==> src/rtl/ibus_stream_port_pkg.sv <==
// ibus_stream_port shared definitions.
// Register offsets, STATUS bit positions and io-bus widths.
package ibus_stream_port_pkg;

    localparam int ADR_W  = 18;
    localparam int DATA_W = 16;

    typedef enum logic [1:0] {
        REG_DATA   = 2'd0,
        REG_STATUS = 2'd1,
        REG_LEVEL  = 2'd2,
        REG_RSVD   = 2'd3
    } reg_off_e;

    localparam int ST_RX_EMPTY = 0;
    localparam int ST_TX_FULL  = 1;
    localparam int ST_RX_UDF   = 2;
    localparam int ST_TX_OVF   = 3;

endpackage

==> src/rtl/ibus_stream_port_fifo.sv <==
// stream_fifo: synchronous FIFO with zeroed head when empty.
// A pop frees the slot a same-cycle push needs, so full push+pop is legal.
module stream_fifo #(
    parameter int WIDTH      = 16,
    parameter int DEPTH_LOG2 = 4
) (
    input  logic                  clk,
    input  logic                  rst_n,
    input  logic                  flush,
    input  logic                  push,
    input  logic [WIDTH-1:0]      push_data,
    input  logic                  pop,
    output logic [WIDTH-1:0]      head,
    output logic                  empty,
    output logic                  full,
    output logic [DEPTH_LOG2:0]   count
);

    localparam int DEPTH = 1 << DEPTH_LOG2;

    logic [WIDTH-1:0]      mem [DEPTH];
    logic [DEPTH_LOG2-1:0] wptr;
    logic [DEPTH_LOG2-1:0] rptr;
    logic                  do_push;
    logic                  do_pop;

    // count never exceeds DEPTH, so its MSB alone marks full
    assign empty   = (count == '0);
    assign full    = count[DEPTH_LOG2];
    assign do_pop  = pop & ~empty;
    assign do_push = push & (~full | do_pop);
    assign head    = empty ? '0 : mem[rptr];

    // pointer and occupancy tracking
    always_ff @(posedge clk) begin
        if (!rst_n || flush) begin
            wptr  <= '0;
            rptr  <= '0;
            count <= '0;
        end else begin
            if (do_push) wptr <= wptr + DEPTH_LOG2'(1);
            if (do_pop)  rptr <= rptr + DEPTH_LOG2'(1);
            if (do_push && !do_pop)
                count <= count + (DEPTH_LOG2 + 1)'(1);
            else if (do_pop && !do_push)
                count <= count - (DEPTH_LOG2 + 1)'(1);
        end
    end

    // storage array, written only on an accepted push
    always_ff @(posedge clk) begin
        if (do_push) mem[wptr] <= push_data;
    end

endmodule

==> src/rtl/ibus_stream_port.sv <==
// ibus_stream_port: io-bus responder bridging DATA to TX/RX stream FIFOs.
// Two-stage read pipe gives fixed 2-cycle latency; idle slots read as 0.
module ibus_stream_port
    import ibus_stream_port_pkg::*;
#(
    parameter logic [ADR_W-1:0] BASE_ADR   = 18'h00100,
    parameter int               DEPTH_LOG2 = 4
) (
    input  logic              clk,
    input  logic              rst_n,
    input  logic              rst_pipe,
    input  logic              ibus_ren,
    input  logic [ADR_W-1:0]  ibus_radr,
    output logic [DATA_W-1:0] ibus32_rdata,
    input  logic              ibus_wen,
    input  logic [ADR_W-1:0]  ibus_wadr,
    input  logic [DATA_W-1:0] ibus32_wdata,
    output logic [DATA_W-1:0] tx_data,
    output logic              tx_valid,
    input  logic              tx_ready,
    input  logic [DATA_W-1:0] rx_data,
    input  logic              rx_valid,
    output logic              rx_ready
);

    logic [ADR_W-1:0]    roff;
    logic [ADR_W-1:0]    woff;
    logic                rd_hit;
    logic                wr_hit;
    reg_off_e            rsel;
    reg_off_e            wsel;

    logic                tx_push;
    logic                tx_pop;
    logic                tx_empty;
    logic                tx_full;
    logic [DEPTH_LOG2:0] tx_count;

    logic                rx_push;
    logic                rx_pop;
    logic [DATA_W-1:0]   rx_head;
    logic                rx_empty;
    logic                rx_full;
    logic [DEPTH_LOG2:0] rx_count;

    logic                rx_udf;
    logic                tx_ovf;
    logic                udf_set;
    logic                ovf_set;
    logic                udf_clr;
    logic                ovf_clr;

    logic [DATA_W-1:0]   status;
    logic [DATA_W-1:0]   level;
    logic [DATA_W-1:0]   rd_val;
    logic [DATA_W-1:0]   s1_data;
    logic [DATA_W-1:0]   s2_data;

    // window decode: offset below 4 means in-window
    assign roff   = ibus_radr - BASE_ADR;
    assign woff   = ibus_wadr - BASE_ADR;
    assign rd_hit = ibus_ren & (roff[ADR_W-1:2] == '0);
    assign wr_hit = ibus_wen & (woff[ADR_W-1:2] == '0);
    assign rsel   = reg_off_e'(roff[1:0]);
    assign wsel   = reg_off_e'(woff[1:0]);

    assign tx_push = wr_hit & (wsel == REG_DATA);
    assign tx_pop  = tx_valid & tx_ready;
    assign rx_pop  = rd_hit & (rsel == REG_DATA);
    assign rx_push = rx_valid & rx_ready;

    assign tx_valid = ~tx_empty;
    assign rx_ready = ~rx_full;

    // a same-cycle sink pop makes room, so only an unmatched full push drops
    assign udf_set = rx_pop & rx_empty;
    assign ovf_set = tx_push & tx_full & ~tx_pop;
    assign udf_clr = wr_hit & (wsel == REG_STATUS) & ibus32_wdata[ST_RX_UDF];
    assign ovf_clr = wr_hit & (wsel == REG_STATUS) & ibus32_wdata[ST_TX_OVF];

    stream_fifo #(
        .WIDTH      (DATA_W),
        .DEPTH_LOG2 (DEPTH_LOG2)
    ) u_tx_fifo (
        .clk       (clk),
        .rst_n     (rst_n),
        .flush     (rst_pipe),
        .push      (tx_push),
        .push_data (ibus32_wdata),
        .pop       (tx_pop),
        .head      (tx_data),
        .empty     (tx_empty),
        .full      (tx_full),
        .count     (tx_count)
    );

    stream_fifo #(
        .WIDTH      (DATA_W),
        .DEPTH_LOG2 (DEPTH_LOG2)
    ) u_rx_fifo (
        .clk       (clk),
        .rst_n     (rst_n),
        .flush     (rst_pipe),
        .push      (rx_push),
        .push_data (rx_data),
        .pop       (rx_pop),
        .head      (rx_head),
        .empty     (rx_empty),
        .full      (rx_full),
        .count     (rx_count)
    );

    // status and level words as seen during the request cycle
    always_comb begin
        status              = '0;
        status[ST_RX_EMPTY] = rx_empty;
        status[ST_TX_FULL]  = tx_full;
        status[ST_RX_UDF]   = rx_udf;
        status[ST_TX_OVF]   = tx_ovf;
        level               = {8'(tx_count), 8'(rx_count)};
    end

    // read source select; empty RX head already reads as 0
    always_comb begin
        rd_val = '0;
        unique case (rsel)
            REG_DATA:   rd_val = rx_head;
            REG_STATUS: rd_val = status;
            REG_LEVEL:  rd_val = level;
            default:    rd_val = '0;
        endcase
    end

    // sticky error flags, a set beats a same-cycle clear
    always_ff @(posedge clk) begin
        if (!rst_n || rst_pipe) begin
            rx_udf <= 1'b0;
            tx_ovf <= 1'b0;
        end else begin
            rx_udf <= udf_set | (rx_udf & ~udf_clr);
            tx_ovf <= ovf_set | (tx_ovf & ~ovf_clr);
        end
    end

    // two-stage read pipe; non-hit slots carry 0 for bus OR-ing
    always_ff @(posedge clk) begin
        if (!rst_n || rst_pipe) begin
            s1_data <= '0;
            s2_data <= '0;
        end else begin
            s1_data <= rd_hit ? rd_val : '0;
            s2_data <= s1_data;
        end
    end

    assign ibus32_rdata = s2_data;

endmodule
==> config.mk <==
export PLATFORM = sky130hd
export DESIGN_NAME = ibus_stream_port
export DESIGN_NICKNAME = d
export VERILOG_FILES = /design/src/rtl/ibus_stream_port_pkg.sv /design/src/rtl/ibus_stream_port_fifo.sv /design/src/rtl/ibus_stream_port.sv
export SDC_FILE = /design/constraint.sdc
export NUM_CORES = 1
export LEC_CHECK = 0
export ABC_CLOCK_PERIOD_IN_PS = 8000
export CAP_MARGIN = 20
export CORE_UTILIZATION = 45
export DETAILED_ROUTE_END_ITERATION = 16
export PLACE_DENSITY = 0.6
export SYNTH_ARGS = -nofsm -noshare
export SYNTH_HDL_FRONTEND = slang
export SYNTH_SLANG_ARGS = --single-unit
export TNS_END_PERCENT = 10
==> constraint.sdc <==
create_clock -name clk -period 8 [get_ports clk]
set_input_delay 0.8 -clock clk [delete_from_list [all_inputs] [get_ports clk]]
set_output_delay 0.8 -clock clk [all_outputs]
set_load 0.02 [all_outputs]
==> out/qor.log, run 1 <==
qor: logic_synthesis.yosys.area_share.xor_xnor 0.5478%
qor: logic_synthesis.yosys.cell_types.count 47
qor: logic_synthesis.number_of_flops_mapped_to_enable_cells_by_yosys 512
qor: drt.drt-pass1-iter-count 5
qor: setup_path.worstPathMaxFanout 33
qor: place.placedInstanceArea 0.02437 sq mm
qor: logic_synthesis.yosys-mux-area-fraction 16.03%
qor: setup_path.crit_path_cell_trace buf_4, mux4_2, mux4_2, and2_1, clkdlybuf4s50_1
qor: global_routing.grt_use_total 19.59%
qor: die.die-area 0.05064 sq mm
qor: setup_path.timing.critical_path.buf_inv 2
qor: clocking.postCtsResizedCells 0
qor: timing.final_critical_path_setup_slack 3267 ps
qor: logic_synthesis.synth_area 0.02238 sq mm
qor: timing.whs 427.8 ps
qor: layout.total_non_filler_cell_area_in_the_finished_layout 0.02620 sq mm
qor: setup_path.critPathCaptureType primary output
qor: timing.setup_repair_after_global_routing_missed_its_margin no
qor: power_and_ir_drop.power.static_leakage 8.176 nW
qor: drt.total_number_of_vias 10800
qor: logic_synthesis.yosys.area_share.simple 4.489%
qor: logic_synthesis.postSynthAreaPerCell 20.42 sq um
qor: place.dpl.hpwl 28.28 mm
qor: layout.final_cell_count_no_fill 1963
qor: clocking.clk_root_buffer_cell sky130_fd_sc_hd__clkbuf_16
qor: clocking.cts-buffers-inserted 58
qor: logic_synthesis.post_synthesis_net_count 1191
qor: clocking.clk_path_buf_depth 3
qor: die.top_level_ports 109
qor: clocking.cts-htree-levels 2
qor: setup_path.criticalPathCategory reg2out
qor: global_routing.global_route.overflow_total 0
qor: timing.fin_crit_sh 59.16%
qor: place.placed_cells_incl_taps 1853
qor: place.buffer_ports.inserted 108
qor: die.rows 81
qor: setup_path.cp.required 7200 ps
qor: global_routing.antenna_violations_before_repair 0
qor: logic_synthesis.synthAdderAreaFrac 1.185%
qor: global_routing.grt_pass1_vias 10940
qor: drt.remaining_drc_errors 0
qor: timing.totalNegativeSetupSlack 0 ps
qor: logic_synthesis.synth-compound-area-share 1.369%
qor: logic_synthesis.ys_seq_elements 580
qor: power_and_ir_drop.power_per_cell_area 230.1 mW/mm^2
qor: logic_synthesis.postSynthCellCount 1096
qor: clocking.worstSkewPairLatency 630 ps
qor: logic_synthesis.synth.yosys.seq_area_share 74.77%
qor: job.cap_viol_max_count 0
qor: drt.post_drt_wl_per_cell 24.54 um
qor: power_and_ir_drop.irDropWorstVdd 0.1713 mV
qor: global_routing.grt_pass1_wl 71.30 mm
qor: setup_path.crit_path_start_kind flop
qor: outcome.outcome finished, final reports clean
qor: setup_path.critPathMostFrequentCell sky130_fd_sc_hd__mux4_2
qor: place.detailedPlace.worstSlack 3779 ps
qor: drt.drt_iter0_markers 822
qor: clocking.clock_slew_at_the_register_clock_pins_of_the_worst_setup_and_hold_paths 60 ps
qor: timing.finalClockSkew 19.44 ps
qor: logic_synthesis.synth_warnings 0
qor: timing.final-setup-viol-count 0
qor: logic_synthesis.synthFlopType sky130_fd_sc_hd__edfxtp_1
qor: timing.final_period_demand_of_the_worst_path 4733 ps
qor: timing.hold_violations 0
qor: drt.route.detailed.vias_per_inst 5.500
qor: clocking.cts_sinks 580
qor: layout.flow.area_growth_from_synthesis 17.04%
qor: die.core_region_area 0.04905 sq mm
qor: place.gp_weighted_congestion 0.8194
qor: logic_synthesis.dominant_combinational_cell_family_by_area_after_synthesis multiplexers
qor: setup_path.critical_path_arrival 3930 ps
qor: drt.postRouteAntennaNets 0
qor: layout.antennaDiodeCount 0
qor: clocking.clock_tree_from_tritoncts built
qor: layout.nets 1345
qor: clocking.cts.hold.buffers_added 0
qor: global_routing.grt_start_max_net_pins 65
qor: clocking.post-cts-setup-buffers 0
qor: logic_synthesis.synthDominantAreaCellType sky130_fd_sc_hd__edfxtp_1
qor: die.die_w 225.0 um
qor: setup_path.crit_slowest_cell sky130_fd_sc_hd__dfxtp_4
qor: die.die_y 225.0 um
qor: layout.final_layout_size_suffix_gt1_share 22.63%
qor: timing.max-slew-margin-rel 30.79%
qor: timing.worstMarginPinSlew 1038 ps
qor: setup_path.worst_path_dominant_cell_family buffers and inverters
qor: setup_path.max_stage_delay 800 ps
qor: timing.timing_max_transition_violations_final 0
qor: logic_synthesis.netlist.area_leader.share 68.69%
qor: logic_synthesis.synthArstFlopShare 0%
qor: logic_synthesis.cell_types_with_the_largest_area_share_after_synthesis sky130_fd_sc_hd__edfxtp_1, sky130_fd_sc_hd__mux4_2, sky130_fd_sc_hd__dfxtp_1
qor: timing.max_clock_freq 211.3 MHz
qor: worst_hold_path.hold_path_class reg2reg
qor: drt.routed_wirelength 48.17 mm
qor: die.start_util 45.63%
state kept, by name, indices dropped and copies added, names as in the netlist, named ones only:
register / cells
u_tx_fifo.rptr: 4
ibus32_rdata: 16
rx_udf: 1
u_rx_fifo.count: 5
tx_ovf: 1
u_rx_fifo.rptr: 4
s1_data: 16
u_tx_fifo.mem: 256
u_rx_fifo.wptr: 4
u_tx_fifo.count: 5
u_tx_fifo.wptr: 4
u_rx_fifo.mem: 256
per-stage QoR:
stage | util, % | total power, mW
6_report | 53.41 | 6.028
4_1_cts | 53.39 | 6.084
3_3_place_gp | 49.67 | 3.496
3_5_place_dp | 49.69 | 3.500
5_1_grt | 53.41 | 6.202
2_1_floorplan | - | 3.411
report_power, final:
| part | switching, mW | leakage [nW] | total [mW] | internal (mW) |
|---|---|---|---|---|
| Sequential | 0.00508 | 5.16 | 3.31 | 3.30 |
| Clock | 1.13 | 0.877 | 2.59 | 1.46 |
| Combinational | 0.0744 | 2.14 | 0.130 | 0.0553 |
| Total | 1.21 | 8.18 | 6.03 | 4.82 |
worst register-to-register path, stage by stage (launching register included):
cell and delay, ps:
sky130_fd_sc_hd__dfxtp_1 360, sky130_fd_sc_hd__or4_1 660, sky130_fd_sc_hd__o21ai_1 370, sky130_fd_sc_hd__nor4_2 160, sky130_fd_sc_hd__inv_1 80, sky130_fd_sc_hd__ha_1 180, sky130_fd_sc_hd__inv_1 110, sky130_fd_sc_hd__fa_1 410
sky130_fd_sc_hd__a21o_1 170, sky130_fd_sc_hd__a21oi_1 160, sky130_fd_sc_hd__xnor2_1 90, sky130_fd_sc_hd__or3_1 300, sky130_fd_sc_hd__a21oi_1 150
routing by layer:
layer	vias up	global-route usage [%]	share of wire, %
met5	-	0	0
met3	67	3.572	5.9
met1	5657	26.13	41
met2	322	33.11	51
li1	4750	-	-
met4	0	5.311	1.8
cell type report:
type	instances	area, sq um
Sequential cell	580	16750
Clock buffer	70	1496
Clock inverter	39	320.3
Inverter	17	63.81
Tap cell	664	830.8
Timing Repair Buffer	148	1381
Multi-Input combinational cell	445	5356
Fill cell	3892	22850
cell usage in the layout, fill, tap and decap left out, types with 22 or more instances in the layout:
master / n
sky130_fd_sc_hd__dfxtp_1: 62
sky130_fd_sc_hd__mux4_2: 146
sky130_fd_sc_hd__nand2_1: 28
sky130_fd_sc_hd__clkdlybuf4s50_1: 108
sky130_fd_sc_hd__edfxtp_1: 512
sky130_fd_sc_hd__clkbuf_16: 58
sky130_fd_sc_hd__and2_1: 44
sky130_fd_sc_hd__buf_4: 39
sky130_fd_sc_hd__clkinv_1: 22
sky130_fd_sc_hd__nor2_1: 41
synthesized netlist by cell type (all sizes together), types with 8 or more instances:
cell type / count
mux2i: 21
buf: 33
nand3: 8
nor2b: 9
and3: 9
mux4: 149
dfxtp: 68
nand2: 28
a21oi: 17
nor2: 57
inv: 17
xnor2: 8
edfxtp: 512
and2: 44
ha: 18
clkbuf: 21
path summary, 6_finish.rpt:
kind,startpoint,to,slack (ps),depth (start not counted)
setup / recovery,flop,tx_data[15],3270,5
hold / removal,s1_data[2]$_SDFF_PP0_,ibus32_rdata[2]$_SDFF_PP0_,430,1
setup reg to reg,u_rx_fifo.count[1]$_SDFFE_PP0P_,u_rx_fifo.count[4]$_SDFFE_PP0P_,4710,12
hold reg to reg,s1_data[2]$_SDFF_PP0_,ibus32_rdata[2]$_SDFF_PP0_,430,1
kinds of logic (layout without fill, tap and decap cells):
logic type | count (synthesis) | in the layout
simple gates | 193 | 193
mux | 171 | 171
fa+ha+maj | 20 | 20
xor+xnor | 14 | 14
buf+inv | 71 | 274
flops | 580 | 580
compound gates | 47 | 47
Power figures use the tool's default switching activity.
==> run 2: changes to the inputs <==
- ABC_CLOCK_PERIOD_IN_PS: 8000 -> 4900
- clock period: 8 -> 4.9 ns (I/O delays scaled with it)
==> out/qor.log, run 2 (synthesis results as in run 1) <==
qor: die.die_w 225.0 um [unchanged]
qor: clocking.cts-htree-levels 2 [unchanged]
qor: setup_path.worstPathMaxFanout 22 [was 33]
qor: global_routing.grt_pass1_wl 70.70 mm [was 71.30 mm]
qor: clocking.clk_root_buffer_cell sky130_fd_sc_hd__clkbuf_16 [unchanged]
qor: global_routing.grt_pass1_vias 10960 [was 10940]
qor: setup_path.worst_r2r_startpoint u_tx_fifo.count[1]$_SDFFE_PP0P_ [was u_rx_fifo.count[1]$_SDFFE_PP0P_]
qor: timing.setup_repair_after_global_routing_missed_its_margin no [unchanged]
qor: timing.finalClockSkew 19.45 ps [was 19.44 ps]
qor: die.die-area 0.05064 sq mm [unchanged]
qor: place.buffer_ports.inserted 108 [unchanged]
qor: place.placedInstanceArea 0.02439 sq mm [was 0.02437 sq mm]
qor: global_routing.grt_use_total 19.25% [was 19.59%]
qor: timing.timing_max_transition_violations_final 0 [unchanged]
qor: drt.routed_wirelength 47.59 mm [was 48.17 mm]
qor: layout.flow.area_growth_from_synthesis 17.48% [was 17.04%]
qor: drt.drt_iter0_markers 819 [was 822]
qor: drt.drt-pass1-iter-count 5 [unchanged]
qor: power_and_ir_drop.irDropWorstVdd 0.2876 mV [was 0.1713 mV]
qor: layout.largestRegisters u_rx_fifo.mem: 256 flops, u_tx_fifo.mem: 256 flops [unchanged]
qor: clocking.worstSkewPairLatency 620 ps [was 630 ps]
qor: setup_path.criticalPathCategory reg2out [unchanged]
qor: global_routing.grt_start_max_net_pins 65 [unchanged]
qor: global_routing.global_route.overflow_total 0 [unchanged]
qor: clocking.clock_slew_at_the_register_clock_pins_of_the_worst_setup_and_hold_paths 60 ps [about the same]
qor: die.start_util 45.63% [unchanged]
qor: clocking.clk_path_buf_depth 3 [unchanged]
qor: die.core_region_area 0.04905 sq mm [unchanged]
qor: job.cap_viol_max_count 0 [unchanged]
qor: timing.hold_violations 0 [unchanged]
qor: outcome.outcome finished, final reports clean [unchanged]
qor: layout.most-common-layout-cells sky130_fd_sc_hd__edfxtp_1, sky130_fd_sc_hd__mux4_2, sky130_fd_sc_hd__clkdlybuf4s50_1 [unchanged]
qor: die.rows 81 [unchanged]
qor: drt.postRouteAntennaNets 0 [unchanged]
qor: worst_hold_path.min_from s1_data[6]$_SDFF_PP0_ [was s1_data[2]$_SDFF_PP0_]
qor: timing.totalNegativeSetupSlack 0 ps [unchanged]
qor: setup_path.critical_path_arrival 3450 ps [was 3930 ps]
qor: timing.final_period_demand_of_the_worst_path 3936 ps
qor: timing.max_clock_freq 254.1 MHz
qor: layout.total_non_filler_cell_area_in_the_finished_layout 0.02630 sq mm [was 0.02620 sq mm]
qor: layout.nets 1346 [was 1345]
qor: timing.final-setup-viol-count 0 [unchanged]
qor: place.gp_weighted_congestion 0.8113 [was 0.8194]
qor: setup_path.crit_path_start_kind flop [unchanged]
qor: global_routing.antenna_violations_before_repair 4 [was 0]
qor: power_and_ir_drop.power_per_cell_area 380.7 mW/mm^2 [was 230.1 mW/mm^2]
qor: worst_hold_path.hold_path_class reg2reg [unchanged]
qor: timing.fin_crit_sh 80.32%
qor: drt.post_drt_wl_per_cell 24.26 um [was 24.54 um]
qor: clocking.clock_tree_from_tritoncts built [unchanged]
qor: setup_path.critPathCaptureType primary output [unchanged]
qor: clocking.post-cts-setup-buffers 0 [unchanged]
qor: clocking.cts.hold.buffers_added 0 [unchanged]
qor: clocking.cts_sinks 580 [unchanged]
qor: clocking.postCtsResizedCells 0 [unchanged]
qor: timing.worstMarginPinSlew 1104 ps [was 1038 ps]
qor: layout.antennaDiodeCount 0 [unchanged]
qor: setup_path.cp.required 4410 ps [was 7200 ps]
qor: drt.route.detailed.vias_per_inst 5.468 [was 5.500]
qor: layout.layout.cells.most_common sky130_fd_sc_hd__edfxtp_1 [unchanged]
qor: drt.total_number_of_vias 10730 [was 10800]
qor: die.top_level_ports 109 [unchanged]
qor: place.dpl.hpwl 28.96 mm [was 28.28 mm]
qor: die.die_y 225.0 um [unchanged]
qor: drt.remaining_drc_errors 0 [unchanged]
qor: power_and_ir_drop.power.static_leakage 8.222 nW [was 8.176 nW]
qor: timing.max-slew-margin-rel 26.32% [was 30.79%]
qor: layout.final_layout_size_suffix_gt1_share 22.88% [was 22.63%]
qor: clocking.cts-buffers-inserted 59 [was 58]
[run 2: cell types whose count changed in the layout (fill, tap and decap cells not counted), sizes merged]
| cell | previous run | this run |
|---|---|---|
| clkinv | 31 | 21 |
| clkbuf | 71 | 78 |
| bufinv | 4 | 6 |
| buf | 39 | 40 |
| inv | 19 | 18 |
[run 2: routing by layer]
layer,wire length [um],GRT usage (%),share of wire (%)
met4,933,4.981,2.0
met3,2546,3.833,5.3
met5,37,0,0.078
met2,23700,31.85,50
met1,20370,26.18,43
[run 2: through the flow]
stage	utilization [%]	total power, mW	setup slack (ps)	std cells	hold WS, ps
after global placement	49.73	5.704	1259	1854	410.0
after floorplan	-	5.569	1859	1096	405.7
after CTS	53.61	10.10	847.2	1962	428.2
after detailed placement	49.73	5.712	1161	1854	414.4
after global routing	53.61	10.31	731.6	1962	447.4
final	53.61	10.01	964.1	1962	427.1
[run 2: path summary, 6_finish.rpt]
kind	depth (start not counted)	end	slack [ps]
setup / recovery	5	tx_data[4]	960
hold / removal	1	ibus32_rdata[6]$_SDFF_PP0_	430
setup reg to reg	11	u_tx_fifo.count[4]$_SDFFE_PP0P_	1430
hold reg to reg	1	ibus32_rdata[6]$_SDFF_PP0_	430
[run 2: area by class of cell]
| class | instances | area [sq um] |
|---|---|---|
| Timing Repair Buffer | 148 | 1394 |
| Inverter | 17 | 63.81 |
| Fill cell | 3885 | 22760 |
| Tap cell | 664 | 830.8 |
| Sequential cell | 580 | 16750 |
| Clock inverter | 30 | 324.1 |
| Clock buffer | 78 | 1579 |
| Multi-Input combinational cell | 445 | 5356 |
[run 2: report_power, final]
part,switching (mW),internal (mW),leakage [nW]
logic,0.118,0.0901,2.14
clock network,1.83,2.58,0.921
registers,0.00843,5.39,5.16
total,1.95,8.06,8.22
[run 2: worst max-delay path, stage by stage (launching register included)]
cell and delay, ps:
sky130_fd_sc_hd__dfxtp_4 650, sky130_fd_sc_hd__buf_4 420, sky130_fd_sc_hd__mux4_2 570, sky130_fd_sc_hd__mux4_2 460
sky130_fd_sc_hd__and2_1 180, sky130_fd_sc_hd__clkdlybuf4s50_1 540
==> run 3: changes to the inputs <==
- ABC_CLOCK_PERIOD_IN_PS: 4900 -> 3900
- clock period: 4.9 -> 3.9 ns (I/O delays scaled with it)
==> out/qor.log, run 3 (synthesis results as in run 1) <==
qor: drt.route.detailed.vias_per_inst 5.462 [was 5.468]
qor: layout.layout.cells.most_common sky130_fd_sc_hd__edfxtp_1 [unchanged]
qor: drt.wl_met2 25.32 mm [was 23.70 mm]
qor: drt.drt-pass1-iter-count 5 [unchanged]
qor: layout.num-fill-cells 3908 [was 3885]
qor: layout.final_layout_size_suffix_gt1_share 24.62% [was 22.88%]
qor: drt.met3_wirelength 2.323 mm [was 2.546 mm]
qor: power_and_ir_drop.power_switching 2.478 mW [was 1.954 mW]
qor: die.die_w 225.0 um [unchanged]
qor: die.die_y 225.0 um [unchanged]
qor: setup_path.crit_path_start_kind flop [unchanged]
qor: global_routing.grt_pass1_vias 11230 [was 10960]
qor: power_and_ir_drop.power.total 12.60 mW [was 10.01 mW]
qor: timing.totalNegativeSetupSlack 0 ps [unchanged]
qor: power_and_ir_drop.seq_power_share 53.8% [was 53.9%]
qor: timing.max_clock_freq 278.6 MHz
qor: worst_hold_path.worst_hold_path.num_cells 1 [unchanged]
qor: layout.most-common-layout-cells sky130_fd_sc_hd__edfxtp_1, sky130_fd_sc_hd__mux4_2, sky130_fd_sc_hd__clkdlybuf4s50_1 [unchanged]
qor: layout.nets 1361 [was 1346]
qor: clocking.cts.hold.buffers_added 0 [unchanged]
qor: drt.postRouteAntennaNets 0 [unchanged]
qor: setup_path.worst_r2r_startpoint u_rx_fifo.count[1]$_SDFFE_PP0P_ [was u_tx_fifo.count[1]$_SDFFE_PP0P_]
qor: power_and_ir_drop.power_switching_share 19.67% [was 19.52%]
qor: drt.top_layer_used met4 [was met5]
qor: timing.timing_max_transition_violations_final 0 [unchanged]
qor: setup_path.worst-r2r-setup-slack 690 ps [was 1430 ps]
qor: setup_path.ff2ff_path_depth 12 [was 11]
qor: setup_path.worst_r2r_endpoint u_rx_fifo.count[4]$_SDFFE_PP0P_ [was u_tx_fifo.count[4]$_SDFFE_PP0P_]
qor: drt.total_number_of_vias 10820 [was 10730]
qor: power_and_ir_drop.power.static_leakage 8.328 nW [was 8.222 nW]
qor: layout.seqCellArea 0.01675 sq mm [unchanged]
qor: power_and_ir_drop.pwr-share-clk 44.1% [was 44.0%]
qor: global_routing.global_route.overflow_total 0 [unchanged]
qor: layout.multi_input_comb_area 0.005356 sq mm [unchanged]
qor: timing.worstMarginPinSlew 701.1 ps [was 1104 ps]
qor: outcome.outcome finished, final reports clean [unchanged]
qor: layout.antennaDiodeCount 0 [unchanged]
qor: clocking.clk_root_buffer_cell sky130_fd_sc_hd__clkbuf_16 [unchanged]
qor: drt.remaining_drc_errors 0 [unchanged]
qor: die.core_region_area 0.04905 sq mm [unchanged]
qor: power_and_ir_drop.irDropWorstVdd 0.3704 mV [was 0.2876 mV]
qor: timing.max-slew-margin-rel 53.01% [was 26.32%]
qor: clocking.cts_sinks 580 [unchanged]
qor: clocking.cts-htree-levels 2 [unchanged]
qor: die.rows 81 [unchanged]
qor: layout.flow.area_growth_from_synthesis 18.24% [was 17.48%]
qor: power_and_ir_drop.comb_power_share 2.1% [about the same]
qor: die.die-area 0.05064 sq mm [unchanged]
qor: global_routing.grt_start_max_net_pins 31 [was 65]
qor: power_and_ir_drop.power_per_cell_area 476.0 mW/mm^2 [was 380.7 mW/mm^2]
qor: drt.drt_iter0_markers 959 [was 819]
qor: timing.final-setup-viol-count 0 [unchanged]
qor: worst_hold_path.hold_path_class reg2reg [unchanged]
qor: setup_path.criticalPathCategory reg2out [unchanged]
qor: clocking.cts-buffers-inserted 58 [was 59]
qor: setup_path.critPathCaptureType primary output [unchanged]
qor: clocking.worstSkewPairLatency 610 ps [was 620 ps]
qor: timing.final_period_demand_of_the_worst_path 3589 ps
qor: clocking.clock_slew_at_the_register_clock_pins_of_the_worst_setup_and_hold_paths 60 ps [about the same]
qor: setup_path.cp.required 3510 ps [was 4410 ps]
qor: setup_path.worstPathMaxFanout 14 [was 22]
qor: clocking.clock_tree_from_tritoncts built [unchanged]
qor: drt.post_drt_wl_per_cell 24.71 um [was 24.26 um]
qor: timing.finalClockSkew 24.50 ps [was 19.45 ps]
qor: drt.routed_wirelength 48.93 mm [was 47.59 mm]
qor: clocking.post-cts-setup-buffers 0 [unchanged]
qor: power_and_ir_drop.p_int 10.12 mW [was 8.056 mW]
qor: global_routing.antenna_violations_before_repair 1 [was 4]
qor: die.top_level_ports 109 [unchanged]
qor: timing.hold_violations 0 [unchanged]
qor: place.gp_weighted_congestion 0.7557 [was 0.8113]
qor: die.start_util 45.63% [unchanged]
qor: timing.setup_repair_after_global_routing_missed_its_margin no [unchanged]
qor: setup_path.critical_path_arrival 3200 ps [was 3450 ps]
qor: place.dpl.hpwl 29.00 mm [was 28.96 mm]
qor: job.cap_viol_max_count 0 [unchanged]
qor: clocking.postCtsResizedCells 0 [unchanged]
qor: worst_hold_path.min_from s1_data[3]$_SDFF_PP0_ [was s1_data[6]$_SDFF_PP0_]
qor: layout.largestRegisters u_rx_fifo.mem: 256 flops, u_tx_fifo.mem: 256 flops [unchanged]
qor: worst_hold_path.hold_path_sink ibus32_rdata[3]$_SDFF_PP0_ [was ibus32_rdata[6]$_SDFF_PP0_]
qor: clocking.clk_path_buf_depth 3 [unchanged]
qor: global_routing.grt_pass1_wl 72.47 mm [was 70.70 mm]
qor: place.buffer_ports.inserted 108 [unchanged]
qor: global_routing.grt_use_total 19.88% [was 19.25%]
qor: drt.routedLengthMet1 20.45 mm [was 20.37 mm]
qor: timing.whs 417.9 ps [was 427.1 ps]
qor: timing.fin_crit_sh 92.03%
-- run 3: power groups by stage --
stage / sequential [mW] / combinational, mW / clock [mW]
after floorplan: 6.91 / 0.0849 / 0
after global placement: 6.91 / 0.259 / 0
after detailed placement: 6.91 / 0.267 / 0
after CTS: 6.78 / 0.268 / 5.65
after global routing: 6.78 / 0.289 / 5.89
final: 6.78 / 0.266 / 5.55
-- run 3: worst max-delay path, stage by stage (launching register included) --
cell and delay (ps):
sky130_fd_sc_hd__dfxtp_4 560, sky130_fd_sc_hd__buf_4 330, sky130_fd_sc_hd__mux4_2 540, sky130_fd_sc_hd__mux4_2 460, sky130_fd_sc_hd__and2_1 170, sky130_fd_sc_hd__clkdlybuf4s50_1 540
-- run 3: layout make-up --
class	instances	area share [%]
clock buffer	82	6.132
clock inverter	28	1.106
inverter	17	0.2411
multi-input combinational	445	20.24
sequential	580	63.28
tap	664	3.139
timing repair buffer	164	5.862
-- run 3: worst max path at each step --
stage,endpoint,cells after the start
6_report,tx_data[2],5
5_1_grt,tx_data[2],5
3_5_place_dp,u_rx_fifo.count[4]$_SDFFE_PP0P_,14
2_1_floorplan,u_rx_fifo.count[4]$_SDFFE_PP0P_,13
3_3_place_gp,u_tx_fifo.count[4]$_SDFFE_PP0P_,12
4_1_cts,tx_data[2],5
-- run 3: stage by stage --
stage          worst slack [ps]  cells  area [sq um]  utilization, %
2_1_floorplan             947.4   1096         22380               -
3_3_place_gp              600.2   1870         24550           50.05
3_5_place_dp              581.1   1870         24550           50.05
4_1_cts                   205.5   1980         26470           53.96
5_1_grt                   144.4   1980         26470           53.96
6_report                  310.8   1980         26470           53.96
-- run 3: layer usage --
layer  track usage [%]  up-vias
li1                  -     4789
met4             4.608        0
met5                 0        -
met2             34.46      281
met3             3.690       60
met1             26.02     5685
